==> config.mk <==
export PLATFORM = sky130hd
export DESIGN_NAME = axi_stream_fifo_buffer_flat
export DESIGN_NICKNAME = d
export VERILOG_FILES = /design/src/rtl/axi_stream_fifo_buffer_if.sv /design/src/rtl/axi_stream_fifo_buffer.sv /design/src/flat_wrapper.sv
export SDC_FILE = /design/constraint.sdc
export NUM_CORES = 1
export LEC_CHECK = 0
export CAP_MARGIN = 10
export CORE_AREA = 2 2 200 251
export DETAILED_ROUTE_END_ITERATION = 7
export DIE_AREA = 0 0 202 253
export GPL_TIMING_DRIVEN = 1
export PLACE_DENSITY = 0.85
export SYNTH_ARGS = -nofsm -noshare
export SYNTH_HDL_FRONTEND = slang
export SYNTH_SLANG_ARGS = --single-unit
==> constraint.sdc <==
create_clock -name clk -period 6.11 [get_ports clk]
set_clock_uncertainty 0.2 [all_clocks]
set_input_delay 0.9165 -clock clk [delete_from_list [all_inputs] [get_ports clk]]
set_output_delay 0.9165 -clock clk [all_outputs]
set_load 0.05 [all_outputs]
==> src/rtl/axi_stream_fifo_buffer_if.sv <==
// AXI4-Stream link bundle used on both sides of axi_stream_fifo_buffer.
//  master modport: drives payload + tvalid, receives tready
//  slave  modport: receives payload + tvalid, drives tready
//  Fields: tdata[DATA_WIDTH], tstrb/tkeep[DATA_WIDTH/8], tuser[USER_WIDTH],
//          tdest[DEST_WIDTH], tid[ID_WIDTH], tlast, tvalid, tready
interface axi_stream_fifo_buffer_if #(
   parameter int unsigned DATA_WIDTH = 32,
   parameter int unsigned USER_WIDTH = 1,
   parameter int unsigned DEST_WIDTH = 1,
   parameter int unsigned ID_WIDTH   = 1
);
   localparam int unsigned KEEP_WIDTH = DATA_WIDTH / 8;

   logic [DATA_WIDTH-1:0] tdata;
   logic [KEEP_WIDTH-1:0] tstrb;
   logic [KEEP_WIDTH-1:0] tkeep;
   logic [USER_WIDTH-1:0] tuser;
   logic [DEST_WIDTH-1:0] tdest;
   logic [ID_WIDTH-1:0]   tid;
   logic                  tlast;
   logic                  tvalid;
   logic                  tready;

   modport master (
      output tdata, tstrb, tkeep, tuser, tdest, tid, tlast, tvalid,
      input  tready
   );

   modport slave (
      input  tdata, tstrb, tkeep, tuser, tdest, tid, tlast, tvalid,
      output tready
   );
endinterface

==> src/rtl/axi_stream_fifo_buffer.sv <==
// Elastic AXI4-Stream FIFO with a registered first-word-fall-through head stage.
// Ports:
//  clk, rst_n  single rising-edge clock, asynchronous active-low reset
//  s_axis      slave stream in (s_axis.tready is registered)
//  m_axis      master stream out (all fields registered)
//  level       entries currently stored, 0..DEPTH
//  pkt_count   complete packets stored (only with AXIS_FIFO_PACKET_MODE_EN)
// Build option AXIS_FIFO_PACKET_MODE_EN: store-and-forward; the head is released only
// once a whole packet is stored or the buffer is full. Undefined: cut-through.
module axi_stream_fifo_buffer #(
   parameter int unsigned DATA_WIDTH = 32,
   parameter int unsigned USER_WIDTH = 1,
   parameter int unsigned DEST_WIDTH = 1,
   parameter int unsigned ID_WIDTH   = 1,
   parameter int unsigned DEPTH      = 16
) (
   input  logic                        clk,
   input  logic                        rst_n,
   axi_stream_fifo_buffer_if.slave     s_axis,
   axi_stream_fifo_buffer_if.master    m_axis,
`ifdef AXIS_FIFO_PACKET_MODE_EN
   output logic [$clog2(DEPTH):0]      pkt_count,
`endif
   output logic [$clog2(DEPTH):0]      level
);
   localparam int unsigned AW = $clog2(DEPTH);
   localparam int unsigned KW = DATA_WIDTH / 8;
   localparam int unsigned PW = DATA_WIDTH + 2 * KW + USER_WIDTH + DEST_WIDTH + ID_WIDTH + 1;

   logic [PW-1:0] mem_q [DEPTH];
   logic [PW-1:0] head_q, head_d;
   logic [PW-1:0] wr_payload;
   logic [AW-1:0] wr_ptr_q, wr_ptr_d;
   logic [AW-1:0] rd_ptr_q, rd_ptr_d;
   logic [AW:0]   count_q, count_d;
   logic [AW:0]   avail;
   logic          m_tvalid_q, m_tvalid_d;
   logic          s_tready_q, s_tready_d;
   logic          head_ok;
   logic          push_c;
   logic          pop_c;

`ifdef AXIS_FIFO_PACKET_MODE_EN
   logic [AW:0]   pkts_q, pkts_d;
   logic [AW:0]   pkts_after_pop;
   logic          head_last;
`endif

   // tlast sits in the LSB so the packet logic can find it in the head stage
   assign wr_payload = {s_axis.tdata, s_axis.tstrb, s_axis.tkeep, s_axis.tuser,
                        s_axis.tdest, s_axis.tid, s_axis.tlast};

   assign push_c = s_axis.tvalid && s_tready_q;
   assign pop_c  = m_tvalid_q && m_axis.tready;

   // Pointer, occupancy and head-stage next-state
   always_comb begin
      wr_ptr_d   = wr_ptr_q + AW'(push_c);
      rd_ptr_d   = rd_ptr_q + AW'(pop_c);
      count_d    = count_q + (AW+1)'(push_c) - (AW+1)'(pop_c);
      s_tready_d = count_d < (AW+1)'(DEPTH);
      // Only entries written on earlier edges may reach the head: no same-cycle bypass
      avail      = count_q - (AW+1)'(pop_c);
`ifdef AXIS_FIFO_PACKET_MODE_EN
      head_last      = head_q[0];
      pkts_d         = pkts_q + (AW+1)'(push_c && s_axis.tlast)
                              - (AW+1)'(pop_c && head_last);
      pkts_after_pop = pkts_q - (AW+1)'(pop_c && head_last);
      // Full buffer overrides the packet gate so oversize packets cannot deadlock
      head_ok        = (avail != '0) &&
                       ((pkts_after_pop != '0) || (count_q == (AW+1)'(DEPTH)));
`else
      head_ok        = (avail != '0);
`endif
      m_tvalid_d = head_ok;
      head_d     = head_q;
      if (head_ok) begin
         head_d = mem_q[rd_ptr_d];
      end
   end

   // Control and head-stage registers
   always_ff @(posedge clk or negedge rst_n) begin
      if (!rst_n) begin
         wr_ptr_q   <= '0;
         rd_ptr_q   <= '0;
         count_q    <= '0;
         m_tvalid_q <= 1'b0;
         s_tready_q <= 1'b0;
         head_q     <= '0;
`ifdef AXIS_FIFO_PACKET_MODE_EN
         pkts_q     <= '0;
`endif
      end else begin
         wr_ptr_q   <= wr_ptr_d;
         rd_ptr_q   <= rd_ptr_d;
         count_q    <= count_d;
         m_tvalid_q <= m_tvalid_d;
         s_tready_q <= s_tready_d;
         head_q     <= head_d;
`ifdef AXIS_FIFO_PACKET_MODE_EN
         pkts_q     <= pkts_d;
`endif
      end
   end

   // Storage array; contents are don't-care until written, so no reset
   always_ff @(posedge clk) begin
      if (push_c) begin
         mem_q[wr_ptr_q] <= wr_payload;
      end
   end

   assign s_axis.tready = s_tready_q;
   assign m_axis.tvalid = m_tvalid_q;
   assign {m_axis.tdata, m_axis.tstrb, m_axis.tkeep, m_axis.tuser,
           m_axis.tdest, m_axis.tid, m_axis.tlast} = head_q;
   assign level = count_q;
`ifdef AXIS_FIFO_PACKET_MODE_EN
   assign pkt_count = pkts_q;
`endif
endmodule
==> src/flat_wrapper.sv <==
// flat-port wrapper written by rule: the top's interface ports become plain ports
module axi_stream_fifo_buffer_flat 
#(
   parameter int unsigned DATA_WIDTH = 32,
   parameter int unsigned USER_WIDTH = 1,
   parameter int unsigned DEST_WIDTH = 1,
   parameter int unsigned ID_WIDTH   = 1,
   parameter int unsigned DEPTH      = 16
)
  (clk, rst_n, level, s_axis_tdata, s_axis_tstrb, s_axis_tkeep, s_axis_tuser, s_axis_tdest, s_axis_tid, s_axis_tlast, s_axis_tvalid, s_axis_tready, m_axis_tdata, m_axis_tstrb, m_axis_tkeep, m_axis_tuser, m_axis_tdest, m_axis_tid, m_axis_tlast, m_axis_tvalid, m_axis_tready);
  axi_stream_fifo_buffer_if #(.DATA_WIDTH(DATA_WIDTH), .USER_WIDTH(USER_WIDTH), .DEST_WIDTH(DEST_WIDTH), .ID_WIDTH(ID_WIDTH)) s_axis_i ();
  axi_stream_fifo_buffer_if #(.DATA_WIDTH(DATA_WIDTH), .USER_WIDTH(USER_WIDTH), .DEST_WIDTH(DEST_WIDTH), .ID_WIDTH(ID_WIDTH)) m_axis_i ();
  input  logic clk;
  input  logic rst_n;
  output logic [$clog2(DEPTH):0] level;
  input wire logic [$bits(s_axis_i.tdata)-1:0] s_axis_tdata;
  input wire logic [$bits(s_axis_i.tstrb)-1:0] s_axis_tstrb;
  input wire logic [$bits(s_axis_i.tkeep)-1:0] s_axis_tkeep;
  input wire logic [$bits(s_axis_i.tuser)-1:0] s_axis_tuser;
  input wire logic [$bits(s_axis_i.tdest)-1:0] s_axis_tdest;
  input wire logic [$bits(s_axis_i.tid)-1:0] s_axis_tid;
  input wire logic [$bits(s_axis_i.tlast)-1:0] s_axis_tlast;
  input wire logic [$bits(s_axis_i.tvalid)-1:0] s_axis_tvalid;
  output wire logic [$bits(s_axis_i.tready)-1:0] s_axis_tready;
  output wire logic [$bits(m_axis_i.tdata)-1:0] m_axis_tdata;
  output wire logic [$bits(m_axis_i.tstrb)-1:0] m_axis_tstrb;
  output wire logic [$bits(m_axis_i.tkeep)-1:0] m_axis_tkeep;
  output wire logic [$bits(m_axis_i.tuser)-1:0] m_axis_tuser;
  output wire logic [$bits(m_axis_i.tdest)-1:0] m_axis_tdest;
  output wire logic [$bits(m_axis_i.tid)-1:0] m_axis_tid;
  output wire logic [$bits(m_axis_i.tlast)-1:0] m_axis_tlast;
  output wire logic [$bits(m_axis_i.tvalid)-1:0] m_axis_tvalid;
  input wire logic [$bits(m_axis_i.tready)-1:0] m_axis_tready;
  assign s_axis_i.tdata = s_axis_tdata;
  assign s_axis_i.tstrb = s_axis_tstrb;
  assign s_axis_i.tkeep = s_axis_tkeep;
  assign s_axis_i.tuser = s_axis_tuser;
  assign s_axis_i.tdest = s_axis_tdest;
  assign s_axis_i.tid = s_axis_tid;
  assign s_axis_i.tlast = s_axis_tlast;
  assign s_axis_i.tvalid = s_axis_tvalid;
  assign s_axis_tready = s_axis_i.tready;
  assign m_axis_tdata = m_axis_i.tdata;
  assign m_axis_tstrb = m_axis_i.tstrb;
  assign m_axis_tkeep = m_axis_i.tkeep;
  assign m_axis_tuser = m_axis_i.tuser;
  assign m_axis_tdest = m_axis_i.tdest;
  assign m_axis_tid = m_axis_i.tid;
  assign m_axis_tlast = m_axis_i.tlast;
  assign m_axis_tvalid = m_axis_i.tvalid;
  assign m_axis_i.tready = m_axis_tready;
  axi_stream_fifo_buffer #(.DATA_WIDTH(DATA_WIDTH), .USER_WIDTH(USER_WIDTH), .DEST_WIDTH(DEST_WIDTH), .ID_WIDTH(ID_WIDTH), .DEPTH(DEPTH)) u_core (.clk(clk), .rst_n(rst_n), .s_axis(s_axis_i), .m_axis(m_axis_i), .level(level));
endmodule
### Yosys cells after proc, flatten, opt, wreduce, memory -nomap -nowiden

Memories as Yosys holds them, arrays and structs flattened. A register that Yosys moved wholly into a read port is not among the register bits.
Cells that the tools add are included.

* register bits: 15
* RAM bits: 704
* memories kept: 1

Memories
* u_core.mem_q: words 16, width 44, read ports 1, clocked after memory_dff 1, write ports 1, line axi_stream_fifo_buffer.sv:30 `logic [PW-1:0] mem_q [DEPTH];`

* $add $sub $neg: 5
* $lt $le $gt $ge: 1
* multiplexer cells: 2
* reduce and logical (&&, ||, !) cells: 4

Operator list (count)
* subtractor 5 x 1 -> 5 bit: 2
* adder 4 x 1 -> 4 bit: 2
* adder 5 x 1 -> 5 bit: 1
* less-than comparator 5 bit, second input constant: 1
* nonzero test 5 bit: 1
* logical AND 1 bit: 2
* two-way mux 1 bit: 2
* zero test 1 bit: 1

### Depth between registers and ports, before layout

Gate-level depths: netlist of run 1.

* depth after elaboration: 4
* mapped depth: 12
* mapped depth without buffers: 10

### Worst setup path before layout of run 1

Ideal clock, no wire load.

* kind: input-to-reg
* start: input s_axis_tvalid
* end: memory u_core.mem_q[0][0] (netlist bit) (enable)
* data arrival time: 4.723 ns
* path slack: 0.687 ns
* stages on the path: 4
* cell sequence: and2_1 clkbuf_1 or3b_2 nor3_1

* cells in the longest elaborated chain, start to end: 3

Ends and longest elaborated chain
* start: declaration: line flat_wrapper.sv:23 `input wire logic [$bits(s_axis_i.tvalid)-1:0] s_axis_tvalid;`
* logical AND 1 bit: line axi_stream_fifo_buffer.sv:53 `assign push_c = s_axis.tvalid && s_tready_q;`
* two-way mux 1 bit: line axi_stream_fifo_buffer.sv:109 `if (push_c) begin`
* two-way mux 1 bit (implied by the code): line axi_stream_fifo_buffer.sv:110 `mem_q[wr_ptr_q] <= wr_payload;`
* end: declaration: line axi_stream_fifo_buffer.sv:30

No other way between the ends.

### Worst setup path in the final report of run 1

* start: input m_axis_tready
* end: register u_core.head_q[5], read port of u_core.mem_q

* cells in the longest elaborated chain, start to end: 3

Ends and longest elaborated chain
* start: declaration: line flat_wrapper.sv:33 `input wire logic [$bits(m_axis_i.tready)-1:0] m_axis_tready;`
* logical AND 1 bit *: line axi_stream_fifo_buffer.sv:54 `assign pop_c = m_tvalid_q && m_axis.tready;`
* subtractor 5 x 1 -> 5 bit: line axi_stream_fifo_buffer.sv:63 `avail = count_q - (AW+1)'(pop_c);`
* nonzero test 5 bit: line axi_stream_fifo_buffer.sv:73 `head_ok = (avail != '0);`
* end: declaration: line axi_stream_fifo_buffer.sv:31 `logic [PW-1:0] head_q, head_d;`

Mark *: on every way between the ends. The rest lies on a longest branch, timed or not.

==> metrics.sh, run 1 <==
DIE_HEIGHT_UM=253
SETUP_VIOL=0
WORSTPATHCELLLIST='clkdlybuf4s50_1, nand2_1, or2_2, inv_1, ha_1, o21ai_0, o2111a_2, inv_2, buf_4, nand4_1, nand3_1'
FINALNETCOUNT=2074
FINALSETUPTNS_NS=0
CLOCK_TREE.BUFFER_DEPTH=3
FINAL_COMMON_CELL='sky130_fd_sc_hd__edfxtp_1'
DRT-INITIAL-DRC-COUNT=3024
CRIT_BUF_INV=4
POWER.NET_SWITCHING_mW=6.470
AREAGROWTHSYNTHTOFINISH_PCT=13.46
MOSTFREQUENTLAYOUTCELLS='704 x sky130_fd_sc_hd__edfxtp_1, 489 x sky130_fd_sc_hd__nand2_1, 136 x sky130_fd_sc_hd__nand3_1, 131 x sky130_fd_sc_hd__mux2i_1, 131 x sky130_fd_sc_hd__a32oi_1'
CRITICAL_PATH.MAX_FANOUT=27
SYNTH-XOR-AREA-SHARE=0.003582
LAYOUT_MIN_CYCLE_TIME_NS=3.709
CP.REQUIRED_NS=6.42
CRIT_TYPE='in2reg'
TIMING.SLEW.HEADROOM=0.1499
TIGHTESTPINTRANSITION_NS=1.272
YS_SEQ_ELEMENTS=763
CTS_ROOT_BUF='sky130_fd_sc_hd__clkbuf_16'
SYNTH-SEQ-AREA-SHARE=0.7709
STD_CELL_ROWS=91
INTERNAL_POWER_mW=10.76
FMAXACHIEVABLE_GHz=0.2696
CTS_TREE='yes'
ROUTE.DETAILED.DRC=0
TIMING.HOLD.WORST_ENDPOINT='u_core.head_q[24]$_DFFE_PN0P_'
TIMING.HOLD.WS_NS=0.2960
SYNTH_TOP_FLOP_CELL='sky130_fd_sc_hd__edfxtp_1'
POST_CTS_HOLD_BUFFER_COUNT=0
CTS_RESIZED=0
PATH_CLK_SLEW_NS=0.07
SEQPWRFRAC=0.382
CRITICAL_PATH_ARRIVAL_NS=4.02
TIMING_HOLD_VIOLATIONS_FINAL=0
PIN_COUNT_OF_THE_BIGGEST_NET_ENTERING_GLOBAL_ROUTING=138
SYNTH_EDF_COUNT=704
DESIGN.CORE.AREA_UM2=48850
SLEW_VIOL_FINAL=0
DIE_AREA_UM2=51110
RSZ0062_AT_GRT='no'
POWER_LEAKAGE_nW=11.44
PLACE.GP.CONGESTION=0.7776
SETUP_SLACK_REG_TO_REG_NS=2.86
CRITICAL-PATH-SLOWEST-CELL='sky130_fd_sc_hd__inv_2'
FIRST_GLOBAL_VIAS=18250
POST-ROUTE-PERIOD-UTIL=0.6071
ASYNC_RESET_FF_FRAC=0.07733
DRIVE_ABOVE_1_SHARE=0.08265
STARTPOINT_OF_THE_WORST_HOLD_PATH='u_core.head_q[24]$_DFFE_PN0P_'
FILLERINSTANCES=2837
DP_HPWL_UM=35380
IR_WORST_VDD_uV=503.3
CTS_BUFFERS=68
TIMING.CRITICAL_PATH.FROM_TYPE='input port'
DRT-VIAS-PER-INSTANCE=6.652
DETAIL_ROUTE.WIRELENGTH_UM=73690
STATUS='finished clean'
GRT_ANTENNA_BEFORE_REPAIR=1
TRITONCTS_NUM_SINKS=763
POWER_SWITCHING_SHARE=0.3755
TIMING.REG2REG.WORST_PATH_DEPTH=7
FINAL_ANTENNA_NET_COUNT=0
PORT_BUFFERS=98
GRT_USE_TOTAL=0.2848
REPORTED_MAX_CAP_VIOLATION_COUNT=0
SIMPLE_GATE_SHARE_OF_THE_SYNTHESIZED_AREA=0.1028
WORST_SKEW_PAIR.LATE_LATENCY_NS=0.59
SYNTH-COMPOUND-AREA-SHARE=0.04973
GRT.OVERFLOW.TOTAL=0
SYNTH.CELL_AREA_UM2=29340
SYNTH.MUX.AREA_FRACTION=0.04469
POWER-PER-CELL-AREA_nW_PER_UM2=517.6
POST_CTS_SETUP_BUFS=0
CRITICAL_PATH.MAX_STAGE_DELAY_NS=0.63
R2R-START='u_core.rd_ptr_q[0]$_DFF_PN0_'
WORSTHOLDPATHCELLS=2
WORSTHOLDPATHTYPE='reg2reg'
DIEWIDTH_UM=202
YS_TYPES=38
CTS_HTREE_LEVELS=3
SYN_AVG_CELL_AREA_UM2=15.18
SYNTH_FA_HA_AREA_FRAC=0.004947
POWER.SHARE.CLOCK=0.258
WORSTSETUPENDPOINTTYPE='flip-flop'
DETAILROUTE.VIA_COUNT=18100
WL_PER_CELL_UM=27.08
SHARE_OF_POWER_BURNED_IN_COMBINATIONAL_LOGIC=0.360
INITIAL_CELL_DENSITY_OF_THE_CORE=0.6006
DR.PASS1.ITERS=6
FIRST_PASS_GRT_WIRE_LENGTH_UM=108100
I_O_PIN_TOTAL=99
MAIN_COMBINATIONAL_CELL_FAMILY_BY_AREA_AFTER_SYNTHESIS='simple AND/OR/NAND/NOR gates'
TIMING.RR.END='u_core.head_q[5]$_DFFE_PN0P_'
POST_SYNTH_INST_COUNT=1933
SYN-NUM-NETS=1992
TIMING.CRITICAL_PATH.MAX_DELAY_FAMILY='buffers and inverters'
YS.WARNINGS.COUNT=0
-- metal layers --
layer / track usage / wire length (µm) / vias up
met5: 0 / 0 / -
met4: 0.1382 / 2968 / 0
met3: 0.04891 / 8381 / 244
met2: 0.4772 / 36920 / 1469
met1: 0.3643 / 25430 / 8903
li1: - / - / 7483
-- worst register-to-register path, cell delays in order (launching register included) --
cell                      delay [ns]
sky130_fd_sc_hd__dfrtp_1        0.38
sky130_fd_sc_hd__a21bo_1        0.18
sky130_fd_sc_hd__and2_4         0.75
sky130_fd_sc_hd__buf_4          0.87
sky130_fd_sc_hd__mux2i_1        0.22
sky130_fd_sc_hd__a32oi_1        0.26
sky130_fd_sc_hd__nand4_1        0.19
sky130_fd_sc_hd__nand3_1        0.14
-- power by group through the flow --
stage	registers, mW	clock network (mW)	logic [mW]
finish	6.57	4.45	6.21
global route	6.60	4.65	6.53
CTS	6.57	4.45	6.12
detailed placement	6.67	0	6.02
global placement	6.65	0	5.77
floorplan	7.17	0	3.61
-- synth_stat cells (2+ instances only) --
library cell / number / area (µm²)
sky130_fd_sc_hd__xor2_1: 4 / 35.03
sky130_fd_sc_hd__inv_1: 7 / 26.28
sky130_fd_sc_hd__nand2_1: 489 / 1836
sky130_fd_sc_hd__clkbuf_4: 5 / 37.54
sky130_fd_sc_hd__edfxtp_1: 704 / 21140
sky130_fd_sc_hd__inv_2: 4 / 15.01
sky130_fd_sc_hd__nor3_1: 4 / 20.02
sky130_fd_sc_hd__nand2b_1: 2 / 12.51
sky130_fd_sc_hd__a32oi_1: 131 / 1147
sky130_fd_sc_hd__nand3_1: 136 / 680.7
sky130_fd_sc_hd__mux2i_1: 131 / 1311
sky130_fd_sc_hd__buf_4: 12 / 90.09
sky130_fd_sc_hd__buf_2: 49 / 245.2
sky130_fd_sc_hd__a21oi_1: 2 / 10.01
sky130_fd_sc_hd__buf_6: 9 / 101.4
sky130_fd_sc_hd__xnor2_1: 3 / 26.28
sky130_fd_sc_hd__dfrtp_1: 59 / 1476
sky130_fd_sc_hd__and2_1: 3 / 18.77
sky130_fd_sc_hd__a31oi_1: 44 / 275.3
sky130_fd_sc_hd__nand4_1: 45 / 281.5
sky130_fd_sc_hd__nor2_1: 17 / 63.81
sky130_fd_sc_hd__clkbuf_1: 44 / 165.2
sky130_fd_sc_hd__nor2_2: 2 / 12.51
sky130_fd_sc_hd__nand3b_1: 4 / 30.03
sky130_fd_sc_hd__ha_1: 10 / 125.1
-- worst max-delay path by stage --
stage                             start                           end  cells past startpoint
after detailed placement  m_axis_tready  u_core.head_q[5]$_DFFE_PN0P_                      8
after global placement    m_axis_tready  u_core.head_q[5]$_DFFE_PN0P_                     11
after CTS                 m_axis_tready  u_core.head_q[5]$_DFFE_PN0P_                      8
after floorplan           s_axis_tvalid  u_core.mem_q[0][0]$_DFFE_PP_                      4
after global routing      m_axis_tready  u_core.head_q[5]$_DFFE_PN0P_                      8
final                     m_axis_tready  u_core.head_q[5]$_DFFE_PN0P_                     11
-- flip-flops by register name, indices dropped and copies added (netlist names) --
register	cells
u_core.head_q	44
u_core.level	5
u_core.m_axis.tvalid	1
u_core.mem_q	704
u_core.rd_ptr_q	4
u_core.s_axis.tready	1
u_core.wr_ptr_q	4
-- logic make-up (layout without fill, tap and decap cells) --
group,Yosys count,in the layout
compound gates,180,180
xor+xnor,9,9
fa+ha+maj,11,11
buf+inv,131,267
flops,763,763
mux,131,131
other cells,0,1
simple gates,708,708
-- through the flow --
stage / utilization / power [mW] / instance area [µm²] / instances / setup slack, ns
CTS: 0.6814 / 17.14 / 33280 / 2720 / 2.515
global route: 0.6815 / 17.78 / 33290 / 2721 / 2.309
finish: 0.6815 / 17.23 / 33290 / 2721 / 2.401
floorplan: - / 10.78 / 29340 / 1933 / 0.6868
detailed placement: 0.6336 / 12.69 / 30950 / 2596 / 1.950
global placement: 0.6336 / 12.42 / 30950 / 2596 / 2.052
-- final cells by class --
class,count,area (µm²),share of cell area
flip-flops and latches,763,22620,0.6794
well taps,651,814.5,0.02447
clock buffers,95,1969,0.05916
multi-input cells,1039,6163,0.1852
repair buffers,132,1309,0.03932
inverters,11,46.29,0.001391
diodes,1,2.502,0.00007518
clock inverters,29,365.4,0.01098
Power figures use the tool's default switching activity.
==> run 2, diff against run 1 <==
Settings changed: CORE_AREA 2 2 200 251 to 2 2 210 264, DIE_AREA 0 0 202 253 to 0 0 212 266, PLACE_DENSITY 0.85 to 0.81.
Clock period 6.11 ns to 3 ns, I/O delays scaled along.
==> run 2 against run 1 <==
- sequential cell count is the same
- clock-buffer cell count shrank 4
- worst setup slack lost 2.2 ns
- worst hold slack lost 0.046 ns
- largest cell class unchanged
==> metrics.sh, run 2 (synthesis results as in run 1) <==
WORSTHOLDPATHTYPE='in2async'
SETUP_SLACK_REG_TO_REG_NS=0.34  # -2.52 ns
POWER-PER-CELL-AREA_nW_PER_UM2=1036  # +100%
POST-ROUTE-WORST-SETUP-SLACK_NS=0.2438  # -2.157 ns
TIMING.RR.END='u_core.head_q[32]$_DFFE_PN0P_'
CTS_ROOT_BUF='sky130_fd_sc_hd__clkbuf_16'
STATUS='finished clean'
SETUP_VIOL=0  # unchanged
CRITICAL_PATH.MAX_FANOUT=5  # -81%
TIMING.CRITICAL_PATH.MAX_DELAY_FAMILY='buffers and inverters'
FINAL_ANTENNA_NET_COUNT=0  # unchanged
CRITICAL-PATH-SLOWEST-CELL='sky130_fd_sc_hd__clkdlybuf4s50_1'
INITIAL_CELL_DENSITY_OF_THE_CORE=0.5416  # -0.05906
STD_CELL_ROWS=96  # +5.5%
FMAXACHIEVABLE_GHz=0.3628
PORT_BUFFERS=98  # unchanged
GRT_USE_TOTAL=0.2566  # -0.02826
DP_HPWL_UM=38950  # +10%
CLOCK_TREE.BUFFER_DEPTH=3  # unchanged
PATH_CLK_SLEW_NS=0.06  # about the same
CTS_HTREE_LEVELS=3  # unchanged
GRT_ANTENNA_BEFORE_REPAIR=5  # +4
IR_WORST_VDD_uV=782.8  # +56%
DETAILROUTE.VIA_COUNT=18210  # +0.59%
POWER_LEAKAGE_nW=11.85  # +3.6%
REGMOSTFLOPS='u_core.mem_q'
RSZ0062_AT_GRT='no'
CTS_BUFFERS=68  # unchanged
DETAILEDPLACE.WORSTSLACK_NS=0.02537  # -1.924 ns
WORSTPATHCELLLIST='clkdlybuf4s50_1'
AREAGROWTHSYNTHTOFINISH_PCT=16.89
CTS_RESIZED=0  # unchanged
UTILIZATION=0.6331  # -0.04841
TIGHTESTPINTRANSITION_NS=0.7288  # -0.5434 ns
CRITICAL_PATH_ARRIVAL_NS=2.11  # -1.91 ns
PIN_COUNT_OF_THE_BIGGEST_NET_ENTERING_GLOBAL_ROUTING=71  # -49%
WORSTSETUPENDPOINTTYPE='output pin'
FINALSETUPTNS_NS=0  # unchanged
REPORTED_MAX_CAP_VIOLATION_COUNT=0  # unchanged
FIRST_PASS_GRT_WIRE_LENGTH_UM=107400  # -0.70%
WL_PER_CELL_UM=25.20  # -7.0%
DIE_HEIGHT_UM=266  # +5.1%
NUMBER_OF_FLIP_FLOPS_UNDER_THE_LARGEST_REGISTER_NAME=704  # unchanged
FINALNETCOUNT=2136  # +3.0%
CP.REQUIRED_NS=2.35  # -4.07 ns
DRT-INITIAL-DRC-COUNT=2548  # -16%
MOSTFREQUENTLAYOUTCELLS='704 x sky130_fd_sc_hd__edfxtp_1, 489 x sky130_fd_sc_hd__nand2_1, 136 x sky130_fd_sc_hd__nand3_1, 131 x sky130_fd_sc_hd__mux2i_1, 131 x sky130_fd_sc_hd__a32oi_1'
LAYOUT_MIN_CYCLE_TIME_NS=2.756
DETAIL_ROUTE.WIRELENGTH_UM=72220  # -2.0%
WORST_SKEW_PAIR.LATE_LATENCY_NS=0.60  # about the same
FINAL_COMMON_CELL='sky130_fd_sc_hd__edfxtp_1'
DESIGN.CORE.AREA_UM2=54170  # +11%
TIMING.REG2REG.WORST_PATH_DEPTH=10  # +3
POWER.TOTAL_mW=35.51  # +110%
TIMING_HOLD_VIOLATIONS_FINAL=0  # unchanged
DRIVE_ABOVE_1_SHARE=0.1048  # +0.02219
CTS_TREE='yes'
I_O_PIN_TOTAL=99  # unchanged
TRITONCTS_NUM_SINKS=763  # unchanged
CRITICAL_PATH.MAX_STAGE_DELAY_NS=1.02  # +0.39 ns
DIE_AREA_UM2=56390  # +10%
CP.DEPTH=1  # -10
FIRST_GLOBAL_VIAS=18230  # -0.099%
TIMING.SLEW.HEADROOM=0.5126  # +0.3628
DIEWIDTH_UM=212  # +5.0%
PLACE.GP.CONGESTION=0.8025  # +3.2%
ROUTE.DETAILED.DRC=0  # unchanged
DR.PASS1.ITERS=5  # -1
R2R-START='u_core.m_axis.tvalid$_DFF_PN0_'
GRT.OVERFLOW.TOTAL=0  # unchanged
DRT-VIAS-PER-INSTANCE=6.352  # -4.5%
TIMING.CRITICAL_PATH.FROM_TYPE='flip-flop'
CRIT_TYPE='reg2out'
POST-ROUTE-PERIOD-UTIL=0.9187
SLEW_VIOL_FINAL=0  # unchanged
CRIT_BUF_INV=1  # -3
## run 2: routing by layer
metal  GRT usage  vias up  routed length, µm  part of all wire
li1            -     7635                  -                 -
met2      0.4275     1244              36290              0.50
met3     0.04243      237               7132             0.099
met1      0.3226     9087              25400              0.35
met5           0        -                 15           0.00021
met4      0.1395        2               3392             0.047
## run 2: final cells by class
| class | count | area (µm²) |
|---|---|---|
| Sequential cell | 763 | 22620 |
| Timing Repair Buffer | 194 | 2365 |
| Inverter | 11 | 46.29 |
| Clock inverter | 29 | 252.7 |
| Antenna cell | 4 | 10.01 |
| Fill cell | 3540 | 19880 |
| Multi-Input combinational cell | 1039 | 6191 |
| Clock buffer | 91 | 1892 |
| Tap cell | 735 | 919.6 |
## run 2: metrics by stage
step	area, µm²	hold WS [ns]	instances
3_3_place_gp	32130	0.2658	2741
6_report	34290	0.2504	2866
4_1_cts	34280	0.2473	2862
5_1_grt	34290	0.2801	2865
2_1_floorplan	29380	-0.04559	1933
3_5_place_dp	32130	0.2781	2741
## run 2: report_power, final
part | internal, mW | switching [mW]
logic | 4.79 | 8.86
clock network | 4.79 | 3.68
registers | 12.8 | 0.630
## run 2: how the worst max path moves through the flow
stage	startpoint	endpoint	slack (ns)
floorplan	u_core.s_axis.tready$_DFF_PN0_	u_core.mem_q[11][0]$_DFFE_PP_	-0.49
global placement	m_axis_tready	u_core.head_q[24]$_DFFE_PN0P_	0.07
detailed placement	m_axis_tready	u_core.head_q[36]$_DFFE_PN0P_	0.03
CTS	u_core.m_axis.tvalid$_DFF_PN0_	m_axis_tvalid	0.26
global route	u_core.m_axis.tvalid$_DFF_PN0_	m_axis_tvalid	0.22
finish	u_core.m_axis.tvalid$_DFF_PN0_	m_axis_tvalid	0.24
## run 2: what timing repair did
action	in CTS	in global routing
hold buffers	1	0
setup buffers	0	0
hold endpoints to repair	37	0
